<file path="config.mk">
export PLATFORM = sky130hd
export DESIGN_NAME = inst_deco_pipe
export DESIGN_NICKNAME = d
export VERILOG_FILES = /design/src/rtl/deco_pkg.sv /design/src/rtl/inst_field_decode.sv /design/src/rtl/inst_deco_pipe.sv
export SDC_FILE = /design/constraint.sdc
export NUM_CORES = 1
export LEC_CHECK = 0
export BUFFER_PORTS_ARGS = -buffer_cell sky130_fd_sc_hd__buf_2
export CORE_ASPECT_RATIO = 0.8
export CORE_MARGIN = 5
export CORE_UTILIZATION = 54
export CTS_BUF_LIST = sky130_fd_sc_hd__clkbuf_4 sky130_fd_sc_hd__clkbuf_8 sky130_fd_sc_hd__clkbuf_16
export DETAILED_ROUTE_END_ITERATION = 10
export PLACE_DENSITY = 0.77
export SYNTH_ARGS = -nofsm -noshare
export SYNTH_HDL_FRONTEND = slang
export SYNTH_SLANG_ARGS = --single-unit
</file>
<file path="constraint.sdc">
create_clock -name clk -period 2.3 [get_ports clk]
set_clock_uncertainty 0.15 [all_clocks]
set_input_delay 0.46 -clock clk [delete_from_list [all_inputs] [get_ports clk]]
set_output_delay 0.46 -clock clk [all_outputs]
set_load 0.05 [all_outputs]
</file>
<file path="src/rtl/deco_pkg.sv">
// Shared types and field-position helpers for the instruction decode stage.
package deco_pkg;

    typedef enum logic [1:0] {
        FMT_R   = 2'd0,
        FMT_I   = 2'd1,
        FMT_ILL = 2'd2
    } fmt_e;

    localparam int DEF_OPW  = 5;
    localparam int DEF_RAW  = 4;
    localparam int DEF_IW   = 19;
    localparam int DEF_XLEN = 16;

    // Register fields are packed directly below the opcode, rs1 first.
    function automatic int rs1_msb(input int iw, input int opw);
        return iw - opw - 1;
    endfunction

    function automatic int rs2_msb(input int iw, input int opw, input int raw);
        return iw - opw - raw - 1;
    endfunction

    function automatic int rd_msb(input int iw, input int opw, input int raw);
        return iw - opw - 2 * raw - 1;
    endfunction

endpackage

</file>
<file path="src/rtl/inst_field_decode.sv">
// Combinational decode of one raw instruction word into its register fields,
// extended immediate and register-file enables.
module inst_field_decode
    import deco_pkg::*;
#(
    parameter int OPW       = DEF_OPW,
    parameter int RAW       = DEF_RAW,
    parameter int IW        = DEF_IW,
    parameter int XLEN      = DEF_XLEN,
    parameter int NUM_R_OPS = 16,
    parameter int NUM_I_OPS = 8,
    parameter bit SEXT_IMM  = 1'b1
) (
    input  logic [IW-1:0]   instr,
    output logic [OPW-1:0]  opcode,
    output fmt_e            fmt,
    output logic [RAW-1:0]  rs1,
    output logic [RAW-1:0]  rs2,
    output logic [RAW-1:0]  rd,
    output logic [XLEN-1:0] imm,
    output logic            rs1_en,
    output logic            rs2_en,
    output logic            rd_we,
    output logic            illegal
);

    localparam int IMMW    = IW - OPW - RAW;
    localparam int RS1_MSB = rs1_msb(IW, OPW);
    localparam int RS2_MSB = rs2_msb(IW, OPW, RAW);
    localparam int RD_MSB  = rd_msb(IW, OPW, RAW);

    logic [RAW-1:0]  f_rs1, f_rs2, f_rd;
    logic [IMMW-1:0] raw_imm;
    logic [XLEN-1:0] ext_imm;

    assign opcode  = instr[IW-1 -: OPW];
    assign f_rs1   = instr[RS1_MSB -: RAW];
    assign f_rs2   = instr[RS2_MSB -: RAW];
    assign f_rd    = instr[RD_MSB -: RAW];
    assign raw_imm = instr[IMMW-1:0];
    assign ext_imm = SEXT_IMM ? XLEN'($signed(raw_imm)) : XLEN'(raw_imm);

    always_comb begin
        fmt     = FMT_ILL;
        rs1     = '0;
        rs2     = '0;
        rd      = '0;
        imm     = '0;
        rs1_en  = 1'b0;
        rs2_en  = 1'b0;
        rd_we   = 1'b0;
        illegal = 1'b1;
        if (int'(opcode) < NUM_R_OPS) begin
            fmt     = FMT_R;
            rs1     = f_rs1;
            rs2     = f_rs2;
            rd      = f_rd;
            rs1_en  = 1'b1;
            rs2_en  = 1'b1;
            rd_we   = 1'b1;
            illegal = 1'b0;
        end else if (int'(opcode) < NUM_R_OPS + NUM_I_OPS) begin
            // I-format reads and writes the same register.
            fmt     = FMT_I;
            rs1     = f_rs1;
            rd      = f_rs1;
            imm     = ext_imm;
            rs1_en  = 1'b1;
            rd_we   = 1'b1;
            illegal = 1'b0;
        end
    end

endmodule

</file>
<file path="src/rtl/inst_deco_pipe.sv">
// Registered decode stage: decodes on entry, then a main register plus a skid
// register give full throughput behind a registered in_ready.
module inst_deco_pipe
    import deco_pkg::*;
#(
    parameter int OPW       = DEF_OPW,
    parameter int RAW       = DEF_RAW,
    parameter int IW        = DEF_IW,
    parameter int XLEN      = DEF_XLEN,
    parameter int NUM_R_OPS = 16,
    parameter int NUM_I_OPS = 8,
    parameter bit SEXT_IMM  = 1'b1
) (
    input  logic            clk,
    input  logic            rst_n,
    input  logic            flush,
    input  logic            in_valid,
    output logic            in_ready,
    input  logic [IW-1:0]   in_instr,
    output logic            out_valid,
    input  logic            out_ready,
    output logic [OPW-1:0]  out_opcode,
    output logic [1:0]      out_fmt,
    output logic [RAW-1:0]  out_rs1,
    output logic [RAW-1:0]  out_rs2,
    output logic [RAW-1:0]  out_rd,
    output logic [XLEN-1:0] out_imm,
    output logic            out_rs1_en,
    output logic            out_rs2_en,
    output logic            out_rd_we,
    output logic            out_illegal
);

    typedef struct packed {
        logic [OPW-1:0]  opcode;
        fmt_e            fmt;
        logic [RAW-1:0]  rs1;
        logic [RAW-1:0]  rs2;
        logic [RAW-1:0]  rd;
        logic [XLEN-1:0] imm;
        logic            rs1_en;
        logic            rs2_en;
        logic            rd_we;
        logic            illegal;
    } bundle_t;

    typedef enum logic [1:0] {
        ST_EMPTY,
        ST_MAIN,
        ST_FULL
    } state_e;

    bundle_t dec, main_q, skid_q;
    state_e  state;
    logic    accept;

    inst_field_decode #(
        .OPW       (OPW),
        .RAW       (RAW),
        .IW        (IW),
        .XLEN      (XLEN),
        .NUM_R_OPS (NUM_R_OPS),
        .NUM_I_OPS (NUM_I_OPS),
        .SEXT_IMM  (SEXT_IMM)
    ) u_decode (
        .instr   (in_instr),
        .opcode  (dec.opcode),
        .fmt     (dec.fmt),
        .rs1     (dec.rs1),
        .rs2     (dec.rs2),
        .rd      (dec.rd),
        .imm     (dec.imm),
        .rs1_en  (dec.rs1_en),
        .rs2_en  (dec.rs2_en),
        .rd_we   (dec.rd_we),
        .illegal (dec.illegal)
    );

    assign accept = in_valid && in_ready;

    always_ff @(posedge clk) begin
        if (!rst_n) begin
            state     <= ST_EMPTY;
            main_q    <= '0;
            skid_q    <= '0;
            out_valid <= 1'b0;
            in_ready  <= 1'b1;
        end else if (flush) begin
            state     <= ST_EMPTY;
            out_valid <= 1'b0;
            in_ready  <= 1'b1;
        end else begin
            unique case (state)
                ST_EMPTY: begin
                    if (accept) begin
                        main_q    <= dec;
                        out_valid <= 1'b1;
                        state     <= ST_MAIN;
                    end
                end
                ST_MAIN: begin
                    if (accept && out_ready) begin
                        main_q <= dec;
                    end else if (accept) begin
                        skid_q   <= dec;
                        in_ready <= 1'b0;
                        state    <= ST_FULL;
                    end else if (out_ready) begin
                        out_valid <= 1'b0;
                        state     <= ST_EMPTY;
                    end
                end
                ST_FULL: begin
                    if (out_ready) begin
                        main_q   <= skid_q;
                        in_ready <= 1'b1;
                        state    <= ST_MAIN;
                    end
                end
                default: state <= ST_EMPTY;
            endcase
        end
    end

    assign out_opcode  = main_q.opcode;
    assign out_fmt     = main_q.fmt;
    assign out_rs1     = main_q.rs1;
    assign out_rs2     = main_q.rs2;
    assign out_rd      = main_q.rd;
    assign out_imm     = main_q.imm;
    assign out_rs1_en  = main_q.rs1_en;
    assign out_rs2_en  = main_q.rs2_en;
    assign out_rd_we   = main_q.rd_we;
    assign out_illegal = main_q.illegal;

endmodule

</file>
# Word level (Yosys, flattened, before mapping)
# Cells that the tools add are included.
[totals]
ff_bits = 81
wordCells = 81
output_inout_bits = 41
[classes]
n_eq_ne = 10
n_reduce_logical = 12
n_bitwise = 3
n_mux = 32
magnitude_cmp = 2
[ops]
columns = ["operator", "n"]
rows = [
  ["$mux 39", 3],
  ["$pmux 39 s3", 1],
  ["$mux 16", 2],
  ["$mux 4", 4],
  ["$mux 2", 7],
  ["$ne 2x2->1 const B", 7],
  ["$mux 1", 12],
  ["$reduce_and 4->1", 3],
  ["$lt 5x5->1 const B", 2],
  ["$reduce_and 5->1", 2],
  ["$pmux 2 s3", 1],
  ["$pmux 1 s2", 2],
  ["$reduce_bool 2->1", 2],
  ["$ne 3x3->1 const B", 1],
  ["$not 1->1", 3],
  ["$reduce_bool 3->1", 1],
  ["$eq 2x1->1 const B", 1],
  ["$eq 2x2->1 const B", 1],
  ["$logic_and 1x1->1", 2],
  ["$logic_not 2->1", 1],
  ["$reduce_or 2->1", 1],
]

# Logic depth before layout (Yosys ltp)
# Gate-level depths: netlist of the first run.
[depth]
depth_word = 5
mapped_depth = 7
depth_no_buf = 4

# Cells and area by module
# A second synthesis of the first run with hierarchy kept.
[hier_totals]
hier_cells = 463
hier_area_um2 = 3751.1
[by_module_without_submodules]
columns = ["module", "cells_per_inst", "seq_area_each_um2", "area_per_inst_um2", "n_inst"]
rows = [
  ["inst_deco_pipe", 415, 1641.6, 3434.5, 1],
  ["inst_field_decode", 48, 0.0, 316.6, 1],
]

# Worst setup path before layout of the first run
# Ideal clock, no wire load.
[synth_path]
kind = "reg2reg"
startpoint = "register in_ready"
endpoint = "register main_q (netlist bit out_fmt[1])"
t_arrival_ns = 1.760
setup_ns = 0.116
n_path_buf = 1
required_ns = 2.034
slack_ns = 0.274
stages_incl_launch_ff = 6
path_cell_list = "dfxtp_1 > nand2_1 > o41ai_4 > buf_2 > nand3_1 > o211a_1"
[synth_via]
elab_chain_len = 4
elab_cells_between_ends = 5
cone_classes = "eq/ne: 2; reduce/logical: 3"
[synth_lines]
columns = ["item", "line", "source"]
rows = [
  ["start: declaration", "inst_deco_pipe.sv:18", "output logic in_ready,"],
  ["start signal: assignment", "inst_deco_pipe.sv:87", "in_ready <= 1'b1;"],
  ["start signal: assignment", "inst_deco_pipe.sv:91", "in_ready <= 1'b1;"],
  ["start signal: assignment", "inst_deco_pipe.sv:106", "in_ready <= 1'b0;"],
  ["$logic_and 1x1->1 (*)", "inst_deco_pipe.sv:79", "assign accept = in_valid && in_ready;"],
  ["$logic_and 1x1->1", "inst_deco_pipe.sv:102", "if (accept && out_ready) begin"],
  ["$ne 2x2->1 (no line)", "-", ""],
  ["$reduce_and 5->1 (no line) (*)", "-", ""],
  ["end signal: assignment", "inst_deco_pipe.sv:115", "main_q <= skid_q;"],
  ["end: declaration", "inst_deco_pipe.sv:53", "bundle_t dec, main_q, skid_q;"],
]
# Mark *: on every way between the ends. The rest lies on a longest branch, timed or not.
# A chain may end at the register's enable or synchronous reset.

# Worst setup path in the final report of the first run
[layout_path]
startpoint = "register state[0]"
endpoint = "register skid_q[8] in the netlist's numbering"
[layout_via]
elab_chain_len = 2
[layout_lines]
columns = ["item", "line", "source"]
rows = [
  ["start: declaration", "inst_deco_pipe.sv:54", "state_e state;"],
  ["start signal: assignment", "inst_deco_pipe.sv:83", "state <= ST_EMPTY;"],
  ["start signal: assignment", "inst_deco_pipe.sv:89", "state <= ST_EMPTY;"],
  ["start signal: assignment", "inst_deco_pipe.sv:98", "state <= ST_MAIN;"],
  ["$eq 2x1->1", "inst_deco_pipe.sv:93", "unique case (state)"],
  ["$reduce_and 4->1 (no line)", "-", ""],
  ["end signal: assignment", "inst_deco_pipe.sv:85", "skid_q <= '0;"],
  ["end signal: assignment", "inst_deco_pipe.sv:105", "skid_q <= dec;"],
  ["end: declaration", "inst_deco_pipe.sv:53", ""],
]
# Every way passes these cells.

==> impl_results.rst, run 1 <==
.. list-table::
   :header-rows: 1

   * - Metric
     - Value
   * - Status
     - complete, no violations
   * - Post-layout nets
     - 430
   * - Lkg Pwr
     - 0.00157 µW
   * - Minimum clock period after layout
     - 1890 ps
   * - Row count
     - 24
   * - Total overflow reported by the global router
     - 0
   * - Transition at the pin with the smallest max-transition slack
     - 482 ps
   * - Total negative slack for setup checks
     - 0 ps
   * - Total inserted antenna cells
     - 0
   * - Final hold viol count
     - 0
   * - Pin count of the biggest net entering global routing
     - 63
   * - PwrDens
     - 744 nW/µm²
   * - Total cell area at the placement stage
     - 3250 µm²
   * - Post-cts hold buffer count
     - 0
   * - Required time of the critical path
     - 2370 ps
   * - Critical path startpoint
     - state[0]
   * - Maximum fanout along the worst path
     - 10
   * - Die W
     - 92.3 µm
   * - Final Wtd Congestion
     - 0.803
   * - Peak supply drop
     - ~0.00044 V
   * - Vias in the first global route
     - 2,386
   * - Reg2reg start
     - state[0]
   * - Count of mapped cells out of synthesis
     - 359
   * - Count of H-tree levels built during CTS
     - 3
   * - Number of port buffers
     - 64
   * - Post-synthesis cell type with the largest combined area
     - dfxtp_1
   * - Buffers plus inverters on the worst setup path
     - 1
   * - Area delta synth->final
     - 18.2%
   * - Number of sinks handled by clock tree synthesis
     - 66
   * - WL/cell
     - ~14 µm
   * - Clock input transition at the sequential cells of the worst setup and hold paths
     - 70 ps
   * - Cell-by-cell listing of the critical path
     - nand4b_1 -> or3_1 -> buf_4 -> nand2_1 -> a21boi_0
   * - Buffers inserted during post-CTS setup optimization
     - 0
   * - Number of maximum-capacitance violations
     - 0
   * - Max Clock Freq
     - 529 MHz
   * - Routed vias
     - 2,642
   * - Slew Viols, Final
     - 0
   * - Total number of yosys warnings
     - 0
   * - Post-synthesis sequential area ratio
     - 45.2%
   * - Root buffer cell
     - clkbuf_8
   * - Launch instance of the worst min-delay path
     - in_instr[14]
   * - Detailed-route DRC error count
     - 0
   * - Top-Level Pins
     - 65
   * - Clock latency of the later-clocked register in the worst-skew pair
     - 340 ps
   * - Critical Path End Type
     - flip-flop
   * - Total routed wirelength
     - roughly 6.7 mm
   * - Number of storage elements in the synthesis netlist
     - 66
   * - Reg2Reg Setup Slack
     - approximately 410 ps
   * - Initial antenna violation count
     - 0
   * - Setup-failing EPs final
     - 0
   * - Clock buffers created by TritonCTS
     - 9
   * - End point of the worst hold path
     - skid_q[34]
   * - Signal arrival time at the worst endpoint
     - 1960 ps
   * - Final hold slack
     - 222 ps
   * - Final standard cell area without fillers
     - 3450 µm²
   * - Post-synthesis area per instance
     - 8.14 µm²
   * - Cells taking the most area after synthesis
     - dfxtp_1 45%, nand2_1 11%, nand3_1 7.0%
   * - Antenna violation net count after detailed routing
     - 0
   * - Die Outline Area
     - between 6000 and 7000 µm²
   * - Global-route wire length before repair
     - 11.1 mm
   * - Worst setup path category
     - reg -> reg
   * - Period utilization
     - 82.3%
   * - Worst hold path depth
     - 3
   * - Area of the mapped netlist
     - 2920 µm²
   * - CTS tree
     - done
   * - Cell class contributing the biggest share of worst-path delay
     - simple AND/OR/NAND/NOR gates
   * - Maximum clock insertion buffer count
     - 2
   * - Gates resized, CTS repair
     - 0
   * - Final Util
     - 64.6%
   * - Total of fill cells in the finished design
     - 483
   * - Portion of synthesized cell area occupied by the leading cell type
     - about 45%
   * - Hpwl dp
     - 4.42 mm
   * - Max stage delay on crit path
     - approximately 530 ps
   * - Via density per instance
     - 5.55
   * - Length in cells of the worst reg-to-reg path
     - 5
   * - Place WS
     - 276 ps
   * - Unrepaired setup endpoints after global routing
     - false
   * - R2r endpoint
     - skid_q[8]
   * - Effective utilization at floorplan
     - 54.7%
   * - Rel. slew slack
     - about two thirds
   * - Sort of element at the start of the critical path
     - flip-flop
   * - Fin worst setup slack
     - 408 ps
   * - Cell variety after synth
     - 27
   * - Die outline height
     - ~76 µm
   * - First-pass iteration count of the detailed router
     - 5
   * - Starting DRC count in detailed routing
     - roughly 260
   * - Gr usage total
     - 20.3%
   * - Net Count, Synth
     - 383
   * - Fraction of final layout cells sized beyond drive strength 1
     - about a quarter
   * - Std-Cell Core Area
     - 5350 µm²
   * - Kind of path behind the tightest hold check
     - in -> reg
   * - Critical-path top delay cell
     - or3_1
-- layout make-up --
type                            count  area (µm²)  area share (%)
Timing Repair Buffer               76         435            12.6
Clock buffer                       15         200            5.80
Sequential cell                    66        1320            38.2
Clock inverter                      1        5.00           0.145
Multi-Input combinational cell    253        1410            40.9
Tap cell                           65        81.3            2.35
-- worst min-delay path: stages --
cell	delay (ps)
buf_2	100
nand2_1	40
a21boi_0	60
-- kinds of logic after synthesis --
group	share of synthesized area (%)
buf+inv	6.89
simple gates	23.8
flops	45.2
compound gates	23.8
xor+xnor	0.300
-- through the flow --
stage / cells / power, µW
final: 476 / 2570
after global routing: 476 / 2680
after CTS: 476 / 2590
after detailed placement: 460 / 1630
after global placement: 460 / 1620
after floorplan: 359 / 1530
-- how the worst max path moves through the flow --
stage | to | depth (start not counted)
finish | skid_q[8] | 5
global route | skid_q[36] | 5
CTS | skid_q[2] | 5
detailed placement | skid_q[35] | 6
global placement | skid_q[2] | 6
floorplan | out_fmt[1] | 5
-- cells in the mapped netlist, drive strengths merged --
library cell / count
nand2: 85
nor2b: 12
a21oi: 11
o41ai: 1
dfxtp: 66
a21o: 4
o21a: 1
clkbuf: 15
o21ai: 23
xor2: 1
nor3: 1
and2: 2
o211a: 16
nor2: 7
nand4bb: 1
nor3b: 1
o2111ai: 2
a21boi: 26
a31oi: 14
nand4b: 1
nand3: 41
nand3b: 1
buf: 25
or3: 1
nand2b: 1
-- power by group --
part           switching (µW)  total, µW  internal (µW)  leakage, µW
Combinational             284        393            109     0.000922
Clock                     420        970            550     0.000109
Sequential               22.6       1210           1180     0.000537
Total                     726       2570           1840      0.00157
-- cell usage in the layout, fill, tap and decap left out, types with 2 or more instances in the layout --
master / count
nand3_1: 41
buf_2: 64
clkbuf_8: 14
o2111ai_1: 2
o21ai_0: 11
and2_1: 2
a21oi_1: 11
nor2b_2: 2
nor2_1: 7
nand2_1: 85
o21ai_1: 12
a21o_1: 4
buf_12: 2
buf_4: 10
a31oi_1: 14
dfxtp_1: 66
o211a_1: 16
nor2b_1: 10
a21boi_0: 26
-- state kept, by name (all words and copies together), names as in the netlist --
register / count
out_valid: 1
out_rs2: 4
out_imm: 10
in_ready: 1
skid_q: 31
out_rs1_en: 1
out_rd: 4
state: 2
out_fmt: 2
out_opcode: 5
out_rs1: 4
out_rs2_en: 1
-- layer usage --
layer  vias up  global-route usage, %  part of all wire [%]  routed length (µm)
met1      1218                   24.5                    46                3110
met5         -                      0                     0                   0
met4         0                   6.59                   1.4                  95
met3         9                   7.31                   7.0                 468
met2        87                   34.5                    45                3030
li1       1328                      -                     -                   -
Power figures use the tool's default switching activity.
==> run 2: changes to the inputs <==
Settings changed: CORE_UTILIZATION 54 to 48, PLACE_DENSITY 0.77 to 0.72.
Clock period 2.3 ns to 1.7 ns, I/O delays scaled along.
==> impl_results.rst, run 2 (same netlist as run 1, synthesis figures left out) <==
.. list-table::
   :header-rows: 1

   * - Metric
     - Value
   * - Count of H-tree levels built during CTS
     - 3 (unchanged)
   * - Worst setup path category
     - reg -> reg
   * - Row count
     - 25 (+4.2%)
   * - Global-route wire length before repair
     - 12.2 mm (+10%)
   * - Top-Level Pins
     - 65 (unchanged)
   * - Register share of total power
     - 45.1% (-1.9 points)
   * - Die W
     - 97.2 µm (+5.4%)
   * - Cell-by-cell listing of the critical path
     - nand4b_1 -> buf_4 -> nor3_4 -> buf_12 -> nand3_1 -> a21boi_0
   * - Detailed-route DRC error count
     - 0 (unchanged)
   * - Clock share of power
     - 39.1% (+1.4 points)
   * - Total overflow reported by the global router
     - 0 (unchanged)
   * - Commonest non-fill, non-tap cells in the layout
     - 85 x nand2_1, 63 x buf_2, 62 x dfxtp_1
   * - Transition at the pin with the smallest max-transition slack
     - 328 ps (-154 ps)
   * - Number of port buffers
     - 64 (unchanged)
   * - Initial antenna violation count
     - 0 (unchanged)
   * - Largest register FFs
     - 31 (unchanged)
   * - Status
     - complete, no violations
   * - Final hold viol count
     - 0 (unchanged)
   * - Setup-failing EPs final
     - 0 (unchanged)
   * - Effective utilization at floorplan
     - 49.4% (-5.2 points)
   * - Total of fill cells in the finished design
     - 526 (+8.9%)
   * - Rel. slew slack
     - 78.2% (+10 points)
   * - Switching power
     - 1030 µW (+41%)
   * - Pin count of the biggest net entering global routing
     - 49 (-22%)
   * - Fin worst setup slack
     - 99.2 ps (-309 ps)
   * - Clock latency of the later-clocked register in the worst-skew pair
     - 340 ps (about the same)
   * - Starting DRC count in detailed routing
     - 184 (-28%)
   * - Die Outline Area
     - 7760 µm² (+11%)
   * - Required time of the critical path
     - 1810 ps (-560 ps)
   * - Post-layout nets
     - 444 (+3.3%)
   * - Fraction of final layout cells sized beyond drive strength 1
     - 27.1% (+3.7 points)
   * - Critical-path top delay cell
     - dfxtp_2
   * - Critical Path End Type
     - flip-flop
   * - GR Layer Usage met3
     - 6.99% (-0.32 points)
   * - Post-cts hold buffer count
     - 0 (unchanged)
   * - Final Wtd Congestion
     - 0.869 (+8.2%)
   * - Maximum clock insertion buffer count
     - 2 (unchanged)
   * - Minimum clock period after layout
     - 1600 ps (-291 ps)
   * - Total inserted antenna cells
     - 0 (unchanged)
   * - Maximum fanout along the worst path
     - 34 (+24)
   * - Die outline height
     - 79.8 µm (+5.3%)
   * - Routed vias
     - 2,742 (+3.8%)
   * - First-pass iteration count of the detailed router
     - 5 (unchanged)
   * - WL/cell
     - 14.7 µm (+4.0%)
   * - Via density per instance
     - 5.42 (-2.4%)
   * - Clock input transition at the sequential cells of the worst setup and hold paths
     - 70 ps (about the same)
   * - Pint
     - 2590 µW (+40%)
   * - Part of the total power dissipated in combinational logic
     - 15.7% (+0.4 points)
   * - Sort of element at the start of the critical path
     - flip-flop
   * - Clock buffers created by TritonCTS
     - 9 (unchanged)
   * - Max Clock Freq
     - 625 MHz (+18%)
   * - Top reg by flops
     - skid_q
   * - Peak supply drop
     - 0.000802 V (+83%)
   * - Switching share of total power
     - 28.4% (+0.14 points)
   * - GR met2 Demand/Resource
     - 32.4% (-2.0 points)
   * - Place WS
     - -45.9 ps (-322 ps)
   * - Kind of path behind the tightest hold check
     - in -> reg
   * - M1 GR Usage
     - 24.5% (+0.048 points)
   * - Unrepaired setup endpoints after global routing
     - false
   * - Root buffer cell
     - clkbuf_8
   * - Total negative slack for setup checks
     - 0 ps (unchanged)
   * - Area delta synth->final
     - 24.9%
   * - Hpwl dp
     - 5.04 mm (+14%)
   * - Std-Cell Core Area
     - 5910 µm² (+11%)
   * - Gr usage total
     - 19.5% (-0.74 points)
   * - Period utilization
     - 94.2% (+12 points)
   * - Signal arrival time at the worst endpoint
     - 1710 ps (-250 ps)
   * - Max stage delay on crit path
     - 380 ps (-150 ps)
   * - Total routed wirelength
     - 7.41 mm (+11%)
   * - Number of sinks handled by clock tree synthesis
     - 66 (unchanged)
   * - Number of cells in the design after placement
     - 488 (+6.1%)
   * - Number of maximum-capacitance violations
     - 0 (unchanged)
   * - Layer with the highest usage
     - met2
   * - Lkg Pwr
     - 0.00166 µW (+5.8%)
   * - CTS tree
     - done
   * - Vias in the first global route
     - 2,576 (+8.0%)
   * - PwrDens
     - 990 nW/µm² (+33%)
   * - Slew Viols, Final
     - 0 (unchanged)
   * - Number of non-filler instances in the completed layout
     - 506 (+6.3%)
   * - Antenna violation net count after detailed routing
     - 0 (unchanged)
   * - Commonest non-fill, non-tap cell in the layout
     - nand2_1
## run 2: area by class of cell
| class | count | area, µm² | area share, % |
|---|---|---|---|
| flip-flops and latches | 66 | 1330 | 36.4 |
| well taps | 81 | 101 | 2.78 |
| repair buffers | 90 | 589 | 16.1 |
| multi-input cells | 253 | 1410 | 38.7 |
| clock buffers | 12 | 170 | 4.66 |
| clock inverters | 4 | 47.5 | 1.30 |
## run 2: per-stage QoR
stage / hold WS (ps) / utilization, % / total power (µW) / area, µm²
detailed placement: 307 / 57.5 / 2220 / 3400
global placement: 300 / 57.5 / 2220 / 3400
global route: 104 / 61.8 / 3750 / 3650
CTS: 96.1 / 61.2 / 3630 / 3620
floorplan: 294 / - / 2070 / 2930
finish: 107 / 61.8 / 3620 / 3650
## run 2: power by group through the flow
stage / Sequential, µW / Clock, µW / Combinational (µW)
2_1_floorplan: 1830 / 0 / 235
3_3_place_gp: 1670 / 0 / 553
3_5_place_dp: 1670 / 0 / 558
4_1_cts: 1630 / 1440 / 560
5_1_grt: 1640 / 1500 / 610
6_report: 1630 / 1420 / 569
## run 2: timing repair
| action | CTS | global route |
|---|---|---|
| setup endpoints to repair | 0 | 52 |
| setup buffers | 0 | 1 |
| gates resized for setup | 0 | 7 |
## run 2: layer usage
metal	vias to the layer above	wire length [µm]
met1	1284	3290
met4	0	75
li1	1355	-
met5	-	0
met3	10	573
met2	93	3470
## run 2: worst paths after layout
| kind | startpoint | to | slack (ps) | depth (start not counted) |
|---|---|---|---|---|
| hold / removal | in_instr[14] | skid_q[34] | 110 | 3 |
| setup / recovery | state[0] | skid_q[30] | 100 | 6 |
| hold reg to reg | skid_q[6] | skid_q[6] | 310 | 2 |
| setup reg to reg | state[0] | skid_q[30] | 100 | 6 |
## run 2: worst max-delay path, delay by kind of cell, from the launching register on
family                 cells  cell delay [ps]
AOI/OAI and AO/OA          1              190
and+or+nand+nor            3              390
buffers and inverters      2              400
DFF                        1              380
==> run 3: changes to the inputs <==
Settings changed: CORE_UTILIZATION 48 to 50, CTS_BUF_LIST sky130_fd_sc_hd__clkbuf_4 sky130_fd_sc_hd__clkbuf_8 sky130_fd_sc_hd__clkbuf_16 to sky130_fd_sc_hd__clkbuf_4 sky130_fd_sc_hd__clkbuf_8, PLACE_DENSITY 0.72 to 0.74.
==> impl_results.rst, run 3 (same netlist as run 1, synthesis figures left out) <==
.. list-table::
   :header-rows: 1

   * - Metric
     - Value
   * - Peak supply drop
     - 0.000645 V (-20%)
   * - Fraction of final layout cells sized beyond drive strength 1
     - 26.9% (-0.17 points)
   * - Die outline height
     - 78.4 µm (-1.8%)
   * - Total inserted antenna cells
     - 0 (unchanged)
   * - Total overflow reported by the global router
     - 0 (unchanged)
   * - Critical-path top delay cell
     - dfxtp_4
   * - Largest register FFs
     - 31 (unchanged)
   * - Hpwl dp
     - 4.85 mm (-3.7%)
   * - Clock input transition at the sequential cells of the worst setup and hold paths
     - 70 ps (about the same)
   * - Setup-failing EPs final
     - 0 (unchanged)
   * - Number of port buffers
     - 64 (unchanged)
   * - Total negative slack for setup checks
     - 0 ps (unchanged)
   * - Root buffer cell
     - clkbuf_8
   * - R2r endpoint
     - out_rs2[2]
   * - Transition at the pin with the smallest max-transition slack
     - 375 ps (+47.0 ps)
   * - Initial antenna violation count
     - 0 (unchanged)
   * - Number of sinks handled by clock tree synthesis
     - 66 (unchanged)
   * - Sort of element at the start of the critical path
     - flip-flop
   * - Row count
     - 24 (-4.0%)
   * - Multi-input gate area in the final layout
     - 1420 µm² (+0.35%)
   * - Top reg by flops
     - skid_q
   * - Detailed-route DRC error count
     - 0 (unchanged)
   * - Final hold viol count
     - 0 (unchanged)
   * - Total of fill cells in the finished design
     - 501 (-4.8%)
   * - Antenna violation net count after detailed routing
     - 0 (unchanged)
   * - Length in cells of the worst reg-to-reg path
     - 6 (unchanged)
   * - Slew Viols, Final
     - 0 (unchanged)
   * - Reg2reg start
     - in_ready
   * - Critical Path End Type
     - flip-flop
   * - Global-route wire length before repair
     - 11.7 mm (-4.0%)
   * - Area taken by flip-flops and latches
     - 1330 µm² (about the same)
   * - Count of H-tree levels built during CTS
     - 3 (unchanged)
   * - Period utilization
     - 96.8% (+2.6 points)
   * - Die Outline Area
     - 7480 µm² (-3.5%)
   * - Maximum fanout along the worst path
     - 28 (-18%)
   * - Required time of the critical path
     - 1780 ps (-30 ps)
   * - Top-Level Pins
     - 65 (unchanged)
   * - Kind of path behind the tightest hold check
     - in -> reg
   * - Std-Cell Core Area
     - 5560 µm² (-6.0%)
   * - Starting DRC count in detailed routing
     - 157 (-15%)
   * - Worst setup path category
     - reg -> reg
   * - Via density per instance
     - 5.55 (+2.4%)
   * - Worst hold path depth
     - 3 (unchanged)
   * - Area delta synth->final
     - 25.4%
   * - End point of the worst hold path
     - skid_q[34]
   * - Pin count of the biggest net entering global routing
     - 35 (-29%)
   * - Minimum clock period after layout
     - 1650 ps (+44.9 ps)
   * - Status
     - complete, no violations
   * - Routed vias
     - 2,785 (+1.6%)
   * - Clock buffers created by TritonCTS
     - 9 (unchanged)
   * - Total design power
     - 3480 µW (-3.8%)
   * - Max Clock Freq
     - 608 MHz (-2.7%)
   * - Cell-by-cell listing of the critical path
     - nand2_1 -> o41ai_4 -> buf_4 -> buf_12 -> nand3_1 -> o211a_1
   * - Effective utilization at floorplan
     - 52.6% (+3.2 points)
   * - Rel. slew slack
     - 74.9% (-3.2 points)
   * - Lkg Pwr
     - 0.00166 µW (+0.17%)
   * - First-pass iteration count of the detailed router
     - 4 (-1)
   * - Commonest non-fill, non-tap cell in the layout
     - nand2_1
   * - Post-layout nets
     - 444 (unchanged)
   * - Die W
     - 95.5 µm (-1.8%)
   * - Number of maximum-capacitance violations
     - 0 (unchanged)
   * - Clock latency of the later-clocked register in the worst-skew pair
     - 340 ps (about the same)
   * - Reg2Reg Setup Slack
     - 50 ps (-40 ps)
   * - Launch instance of the worst min-delay path
     - in_instr[14]
   * - Buffers plus inverters on the worst setup path
     - 2 (unchanged)
   * - CTS tree
     - done
   * - Final Wtd Congestion
     - 0.818 (-5.8%)
   * - Vias in the first global route
     - 2,478 (-3.8%)
   * - Gr usage total
     - 19.4% (-0.095 points)
   * - Cell class contributing the biggest share of worst-path delay
     - compound AO/OA/AOI/OAI gates
   * - PwrDens
     - 949 nW/µm² (-4.2%)
   * - Commonest non-fill, non-tap cells in the layout
     - 85 x nand2_1, 64 x buf_2, 63 x dfxtp_1
   * - Total routed wirelength
     - 7.36 mm (-0.73%)
   * - Max stage delay on crit path
     - 360 ps (-20 ps)
   * - Signal arrival time at the worst endpoint
     - 1730 ps (+20 ps)
   * - WL/cell
     - 14.7 µm (about the same)
   * - Maximum clock insertion buffer count
     - 2 (unchanged)
==> run 3: cell count changes in the layout (fill, tap and decap cells not counted) <==
cell and change:
buf_12 +2, nand3_2 +1, dfxtp_2 -2, dfxtp_1 +1, nand3_1 -1, a21boi_0 -1
a21boi_1 +1, buf_6 -1, clkinvlp_4 -1, buf_2 +1, buf_4 -2, dfxtp_4 +1
==> run 3: repair_timing <==
| action | CTS | global route |
|---|---|---|
| setup buffers | 0 | 2 |
| resized for setup | 0 | 13 |
| cloned | 0 | 2 |
| pin swaps | 0 | 3 |
| setup endpoints to repair | 1 | 37 |
| hold buffers | 0 | 0 |
==> run 3: tightest hold or removal path: stages <==
cell and delay, ps:
buf_2 100, nand2_1 40, a21boi_0 60
==> run 3: area by class of cell <==
cell class | count | area share, %
multi-input cells | 253 | 38.7
flip-flops and latches | 66 | 36.3
clock inverters | 3 | 1.09
well taps | 78 | 2.66
repair buffers | 90 | 17.1
clock buffers | 12 | 4.17
==> run 3: per-stage QoR <==
step                hold WS, ps  instances  setup slack [ps]  cell area [µm²]  util (%)
finish                      105        502              54.3             3660      66.0
global placement            299        483              -101             3360      60.4
detailed placement          306        483              -111             3360      60.4
CTS                         101        498             -14.0             3550      63.9
floorplan                   294        359              5.48             2930         -
global route                103        502             -29.5             3660      66.0
==> run 3: worst max path at each step <==
stage	from	to	slack, ps	cells past startpoint
2_1_floorplan	in_ready	out_fmt[1]	5	5
3_3_place_gp	in_valid	out_opcode[4]	-100	6
3_5_place_dp	in_valid	out_rs2[2]	-110	6
4_1_cts	state[1]	out_rs2[2]	-10	4
5_1_grt	in_ready	out_rs2[2]	-30	6
6_report	in_ready	out_rs2[2]	50	6
==> run 3: metal layers <==
layer | GRT usage [%] | routed length (µm) | vias to the layer above
met5 | 0 | 0 | -
met3 | 6.41 | 543 | 4
met1 | 25.9 | 3300 | 1316
li1 | - | - | 1357
met4 | 3.84 | 24 | 0
met2 | 31.0 | 3490 | 108
==> run 3: power by group <==
group / total [µW] / leakage [µW] / internal, µW / switching [µW]
sequential: 1630 / 0.000538 / 1600 / 30.5
clock: 1280 / 0.000103 / 737 / 547
combinational: 563 / 0.00102 / 168 / 395
